--- config.mk ---
export PLATFORM = sky130hd
export DESIGN_NAME = fp_row_packer
export DESIGN_NICKNAME = d
export VERILOG_FILES = /design/src/rtl/fp_pkg.sv /design/src/rtl/fp_binarize.sv /design/src/rtl/fp_row_packer.sv
export SDC_FILE = /design/constraint.sdc
export NUM_CORES = 1
export LEC_CHECK = 0
export BUFFER_PORTS_ARGS = -buffer_cell sky130_fd_sc_hd__buf_2
export CAP_MARGIN = 20
export CELL_PAD_IN_SITES_DETAIL_PLACEMENT = 2
export CELL_PAD_IN_SITES_GLOBAL_PLACEMENT = 2
export CORE_MARGIN = 5
export CORE_UTILIZATION = 32
export DETAILED_ROUTE_END_ITERATION = 8
export PLACE_DENSITY = 0.84
export REMOVE_ABC_BUFFERS = 1
export SLEW_MARGIN = 10
export SYNTH_ARGS = -nofsm -noshare
export SYNTH_HDL_FRONTEND = slang
export SYNTH_SLANG_ARGS = --single-unit
--- constraint.sdc ---
create_clock -name sensor_clk -period 3.28 [get_ports sensor_clk]
set_input_delay 0.656 -clock sensor_clk [delete_from_list [all_inputs] [get_ports sensor_clk]]
set_output_delay 0.656 -clock sensor_clk [all_outputs]
set_load 0.03 [all_outputs]
--- src/rtl/fp_pkg.sv ---
// Shared constants and state type for the fingerprint row RAM writer and its readers.
package fp_pkg;

  localparam int unsigned FP_ROW_PIX = 256;
  localparam int unsigned FP_ROWS    = 288;
  localparam int unsigned FP_ADDR_W  = 9;
  localparam int unsigned FP_PIX_W   = 8;
  localparam int unsigned FP_CNT_W   = 18;

  localparam logic [FP_PIX_W-1:0] FP_THRES_DEF = 8'd128;

  typedef enum logic [1:0] {
    IDLE = 2'd0,
    FILL = 2'd1,
    DONE = 2'd2
  } fp_state_e;

endpackage

--- src/rtl/fp_binarize.sv ---
// Pixel binarizer: threshold latched on SOF (zero selects the default), dark pixels become ridge bits.
module fp_binarize
  import fp_pkg::*;
#(
  parameter logic [FP_PIX_W-1:0] THRES_DEF = FP_THRES_DEF
) (
  input  logic                sensor_clk,
  input  logic                rst_n,
  input  logic                sof_load,
  input  logic [FP_PIX_W-1:0] thres_in,
  input  logic [FP_PIX_W-1:0] pix_data,
  output logic                ridge_c
);

  logic [FP_PIX_W-1:0] thr_q;
  logic [FP_PIX_W-1:0] thr_new_c;
  logic [FP_PIX_W-1:0] thr_eff_c;

  // The SOF pixel is compared against the threshold being latched on that same cycle.
  assign thr_new_c = (thres_in == '0) ? THRES_DEF : thres_in;
  assign thr_eff_c = sof_load ? thr_new_c : thr_q;
  assign ridge_c   = (pix_data < thr_eff_c);

  always_ff @(posedge sensor_clk or negedge rst_n) begin
    if (!rst_n) begin
      thr_q <= THRES_DEF;
    end else if (sof_load) begin
      thr_q <= thr_new_c;
    end
  end

endmodule

--- src/rtl/fp_row_packer.sv ---
// Packs binarized sensor pixels into one RAM word per row and flags frame completion for the search logic.
module fp_row_packer
  import fp_pkg::*;
#(
  parameter int unsigned         ROW_PIX   = FP_ROW_PIX,
  parameter int unsigned         ROWS      = FP_ROWS,
  parameter int unsigned         ADDR_W    = FP_ADDR_W,
  parameter logic [FP_PIX_W-1:0] THRES_DEF = FP_THRES_DEF
) (
  input  logic                sensor_clk,
  input  logic                rst_n,
  input  logic                pix_sof,
  input  logic                pix_valid,
  input  logic [FP_PIX_W-1:0] pix_data,
  input  logic [FP_PIX_W-1:0] thres_in,
  output logic                ram_we,
  output logic [ADDR_W-1:0]   ram_addr,
  output logic [ROW_PIX-1:0]  ram_data,
  output logic                test_done,
  output logic                busy,
  output logic [FP_CNT_W-1:0] ridge_cnt,
  output logic                frame_err
);

  localparam int unsigned       X_W    = $clog2(ROW_PIX);
  localparam logic [X_W-1:0]    X_LAST = X_W'(ROW_PIX - 1);
  localparam logic [ADDR_W-1:0] Y_LAST = ADDR_W'(ROWS - 1);

  fp_state_e            state_q, state_d;
  logic [X_W-1:0]       x_q, x_d;
  logic [ADDR_W-1:0]    y_q, y_d;
  logic [ROW_PIX-1:0]   row_buf_q, row_buf_d;
  logic [FP_CNT_W-1:0]  cnt_q, cnt_d;

  logic                 we_d;
  logic [ADDR_W-1:0]    addr_d;
  logic [ROW_PIX-1:0]   data_d;
  logic                 done_d;
  logic                 busy_d;
  logic [FP_CNT_W-1:0]  ridge_cnt_d;
  logic                 err_d;

  logic                 sof_c;
  logic                 ridge_c;

  assign sof_c = pix_valid & pix_sof;

  fp_binarize #(
    .THRES_DEF (THRES_DEF)
  ) u_binarize (
    .sensor_clk (sensor_clk),
    .rst_n      (rst_n),
    .sof_load   (sof_c),
    .thres_in   (thres_in),
    .pix_data   (pix_data),
    .ridge_c    (ridge_c)
  );

  // State and datapath registers.
  always_ff @(posedge sensor_clk or negedge rst_n) begin
    if (!rst_n) begin
      state_q   <= IDLE;
      x_q       <= '0;
      y_q       <= '0;
      row_buf_q <= '0;
      cnt_q     <= '0;
      ram_we    <= 1'b0;
      ram_addr  <= '0;
      ram_data  <= '0;
      test_done <= 1'b0;
      busy      <= 1'b0;
      ridge_cnt <= '0;
      frame_err <= 1'b0;
    end else begin
      state_q   <= state_d;
      x_q       <= x_d;
      y_q       <= y_d;
      row_buf_q <= row_buf_d;
      cnt_q     <= cnt_d;
      ram_we    <= we_d;
      ram_addr  <= addr_d;
      ram_data  <= data_d;
      test_done <= done_d;
      busy      <= busy_d;
      ridge_cnt <= ridge_cnt_d;
      frame_err <= err_d;
    end
  end

  // Next-state: an accepted SOF restarts from any state; otherwise only FILL consumes pixels.
  always_comb begin
    state_d     = state_q;
    x_d         = x_q;
    y_d         = y_q;
    row_buf_d   = row_buf_q;
    cnt_d       = cnt_q;
    we_d        = 1'b0;
    addr_d      = ram_addr;
    data_d      = ram_data;
    done_d      = test_done;
    busy_d      = busy;
    ridge_cnt_d = ridge_cnt;
    err_d       = frame_err;

    if (sof_c) begin
      err_d        = (state_q == FILL);
      state_d      = FILL;
      x_d          = X_W'(1);
      y_d          = '0;
      row_buf_d    = '0;
      row_buf_d[0] = ridge_c;
      cnt_d        = FP_CNT_W'(ridge_c);
      done_d       = 1'b0;
      busy_d       = 1'b1;
    end else if (pix_valid && (state_q == FILL)) begin
      cnt_d = cnt_q + FP_CNT_W'(ridge_c);
      if (x_q == X_LAST) begin
        // Last pixel bypasses row_buf so the next row can start on the following cycle.
        we_d                = 1'b1;
        addr_d              = y_q;
        data_d              = row_buf_q;
        data_d[ROW_PIX-1]   = ridge_c;
        row_buf_d           = '0;
        x_d                 = '0;
        if (y_q == Y_LAST) begin
          state_d     = DONE;
          y_d         = '0;
          done_d      = 1'b1;
          busy_d      = 1'b0;
          ridge_cnt_d = cnt_d;
        end else begin
          y_d = y_q + ADDR_W'(1);
        end
      end else begin
        row_buf_d[x_q] = ridge_c;
        x_d            = x_q + X_W'(1);
      end
    end
  end

endmodule

==> results.toml <==
[outcome]
status = "completed"

[cts]
htreeDepth = 3
cts.path.max_buffers = 3
numCtsBuffers = 69
cts_hold_buf = 0
root_buffer = "clkbuf_16"
post_cts_resized = 0
cts_setup_buffers = 0
cts_tree = "built"
clock_latency_ns = 0.62
clkSlewWorstSetupHoldPaths_ns = 0.06
clkSinkCount = 585

[drt]
vias_per_cell = 5.34
wirelength_um = 99300
firstDrtPassIters = 4
drc = 0
wire_per_inst_um = 23.2
final_antenna_net_count = 0
vias = 22900
drt_iter0_drc = 1168

[floorplanning]
core-area_um2 = 80000
die_w_um = 293
io_pins = 307
dieArea_um2 = 86100
start_util_pct = 32.1
die_y_um = 293
row_count = 104

[setup_path]
cp_max_fo = 8
arrival_ns = 3.50
cpPeakStageDelay_ns = 0.31
worst_setup_path_end_kind = "register"
worstPathRequired_ns = 3.74
crit_path_top_delay_cell = "mux2i_1"
path_class = "in -> reg"
cp-start-kind = "input pin"
worst-path-buf-inv = 4
cp_top_family = "simple AND/OR/NAND/NOR gates"
crit_chain = "buf_2 > nand2_2 > buf_4 > mux2i_1 > ha_1 > and3_1 > a31oi_4 > nand2_1 > inv_1 > ha_2 > nand2_1 > nor4_2 > and3_1 > buf_4 > xnor2_1 > a21oi_1"

[power]
power.switching_mw = 4.11
p_per_area_nw_per_um2 = 527
p_clk_share_pct = 48.7
ir_drop_mv = 0.369
seqPwrFrac_pct = 44.5
p_comb_share_pct = 6.8
p_int_mw = 12.3
p_leak_nw = 15.4
swShare_pct = 25.0

[sta]
skew_ns = 0.0287
setup_violations = 0
finalWorstSetupSlack_ns = 0.241
drv_slew = 0
worstMarginPinSlew_ns = 1.08
finalCritPeriodShare_pct = 92.6
clock.fmax_mhz = 329
hold_slack_ns = 0.0158
fin_crit_ns = 3.04
relSlewSlack_pct = 27.6
rsz0062_at_grt = "no"
hold_viol = 0

[global_routing]
antenna_found_initial = 1
grt_use_total_pct = 22.7
grt_overflow_total = 0
grt_max_degree = 161
grt_pass1_wl_um = 156000
grt_pass1_vias = 25800

[logic_synthesis]
synth_seq_cells = 585
syn_area_per_cell_um2 = 8.78
synth_edf_count = 0
seq_area_frac_synth_pct = 57.0
synth_cell_types = 51
syn_area_um2 = 25700
synthCells = 2926
synth-main-ff-cell = "dfrtp_1"
yosysWarnings = 0
synthArstFlopShare_pct = 100

[placement]
place_ws_ns = -0.478
place_area_um2 = 28700
port_buffers = 306
dp_hpwl_um = 62800
gp_congestion = 0.786

[min_path]
min_path_type = "in -> async"

[finish]
area_growth_pct = 21.3
drive_gt1_share_pct = 18.1
final_nets = 3209
filler_cell_count = 8894
design_area_um2 = 31200

[job]
drv_cap = 0
cell usage in the layout, fill, tap and decap left out, drive strengths merged, types with 11 or more instances in the layout:
cell type / synthesis / final
a21oi: 286 / 286
and3: 11 / 11
buf: 135 / 433
clkbuf: 120 / 101
clkinv: 1 / 11
dfrtp: 584 / 584
ha: 14 / 14
inv: 12 / 15
nand2: 908 / 908
nand3: 132 / 132
nand4: 76 / 76
nor2: 163 / 163
nor2b: 11 / 11
nor3: 81 / 81
o2111ai: 11 / 11
o21ai: 287 / 287
xnor2: 13 / 13
xor2: 16 / 16
flip-flops by register name, indices dropped and copies added (netlist names):
signal / count
ridge_cnt: 18
y_q: 9
ram_data: 256
row_buf_q: 255
frame_err: 1
ram_addr: 9
state_q: 2
ram_we: 1
cnt_q: 18
x_q: 8
u_binarize.thr_q: 8
power groups by stage:
stage	Clock (mW)	Combinational [mW]	Sequential, mW
final	8.01	1.12	7.31
after CTS	8.24	1.13	7.31
after floorplan	0	0.407	7.43
after global routing	8.53	1.21	7.31
after detailed placement	0	1.12	7.44
after global placement	0	1.10	7.43
synth_stat cells (5+ instances only):
cell / count / area share, %
nand2_1: 907 / 13
dfrtp_1: 584 / 57
a21oi_1: 286 / 5.6
o21ai_0: 284 / 5.5
nor2_1: 162 / 2.4
nand3_1: 132 / 2.6
clkbuf_1: 120 / 1.8
buf_2: 95 / 1.9
nor3_1: 81 / 1.6
nand4_1: 76 / 1.9
buf_6: 31 / 1.4
xor2_1: 16 / 0.55
ha_1: 14 / 0.68
xnor2_1: 13 / 0.44
inv_1: 12 / 0.18
and3_1: 11 / 0.27
nor2b_1: 11 / 0.27
o2111ai_1: 11 / 0.37
o31ai_1: 7 / 0.20
buf_4: 6 / 0.18
mux2_2: 6 / 0.26
nor4_1: 5 / 0.12
o211ai_1: 5 / 0.15
routing by layer:
metal | vias to the layer above | track usage [%] | part of all wire (%)
met3 | 140 | 3.82 | 4.2
li1 | 10200 | - | -
met2 | 440 | 39.6 | 50
met5 | - | 0 | 0
met4 | 0 | 7.32 | 3.2
met1 | 12000 | 29.0 | 43
stage by stage:
stage / utilization, % / power, mW / TNS (ns) / instances
6_report: 38.9 / 16.4 / 0 / 4284
5_1_grt: 38.9 / 17.0 / 0 / 4283
4_1_cts: 38.8 / 16.7 / 0 / 4279
3_5_place_dp: 35.9 / 8.55 / -36.06 / 4160
3_3_place_gp: 35.9 / 8.53 / -19.34 / 4160
2_1_floorplan: - / 7.84 / -5359.12 / 2671
logic make-up (layout without fill, tap and decap cells):
logic type               Yosys count  after routing  share of synthesized area [%]
flip-flops                       585            585                           57.0
XOR/XNOR                          29             29                          0.988
multiplexers                      10             10                          0.419
other                              0              1                              0
AO/OA/AOI/OAI                    612            612                           12.4
adder cells (fa/ha/maj)           14             14                          0.682
buffers and inverters            268            565                           5.38
AND/OR/NAND/NOR                 1408           1408                           23.1
worst register-to-register path: stages, from the launching register on:
cell      delay (ns)
dfstp_2         0.52
nand2_1         0.05
o21a_1          0.14
ha_1            0.30
and4_1          0.22
a21boi_0        0.16
a31oi_4         0.17
nand2_1         0.12
inv_1           0.10
ha_2            0.23
nand2_1         0.10
nor4_2          0.20
and3_1          0.21
buf_4           0.12
xnor2_1         0.11
a21oi_1         0.09
final timing paths:
kind | from | endpoint | slack [ns] | cells past startpoint
setup / recovery | pix_sof | ridge_cnt[13] | 0.24 | 16
hold / removal | rst_n | ram_data[121] | 0.02 | 1
setup reg to reg | u_binarize.thr_q[7] | ridge_cnt[13] | 0.30 | 15
hold reg to reg | row_buf_q[17] | ram_data[17] | 0.45 | 2
max in group asynchronous | rst_n | ram_data[220] | 2.34 | 2
min in group sensor_clk | thres_in[0] | u_binarize.thr_q[0] | 0.43 | 3
area by class of cell:
cell class | count | area (um^2) | share of cell area (%)
antenna | 1 | 2.50 | 0.00803
multi-input combinational | 2073 | 9960 | 32.0
sequential | 585 | 14600 | 47.0
clock inverter | 18 | 223 | 0.715
tap | 1060 | 1330 | 4.26
inverter | 13 | 56.3 | 0.181
timing repair buffer | 433 | 2830 | 9.07
clock buffer | 101 | 2120 | 6.81
Power figures use the tool's default switching activity.
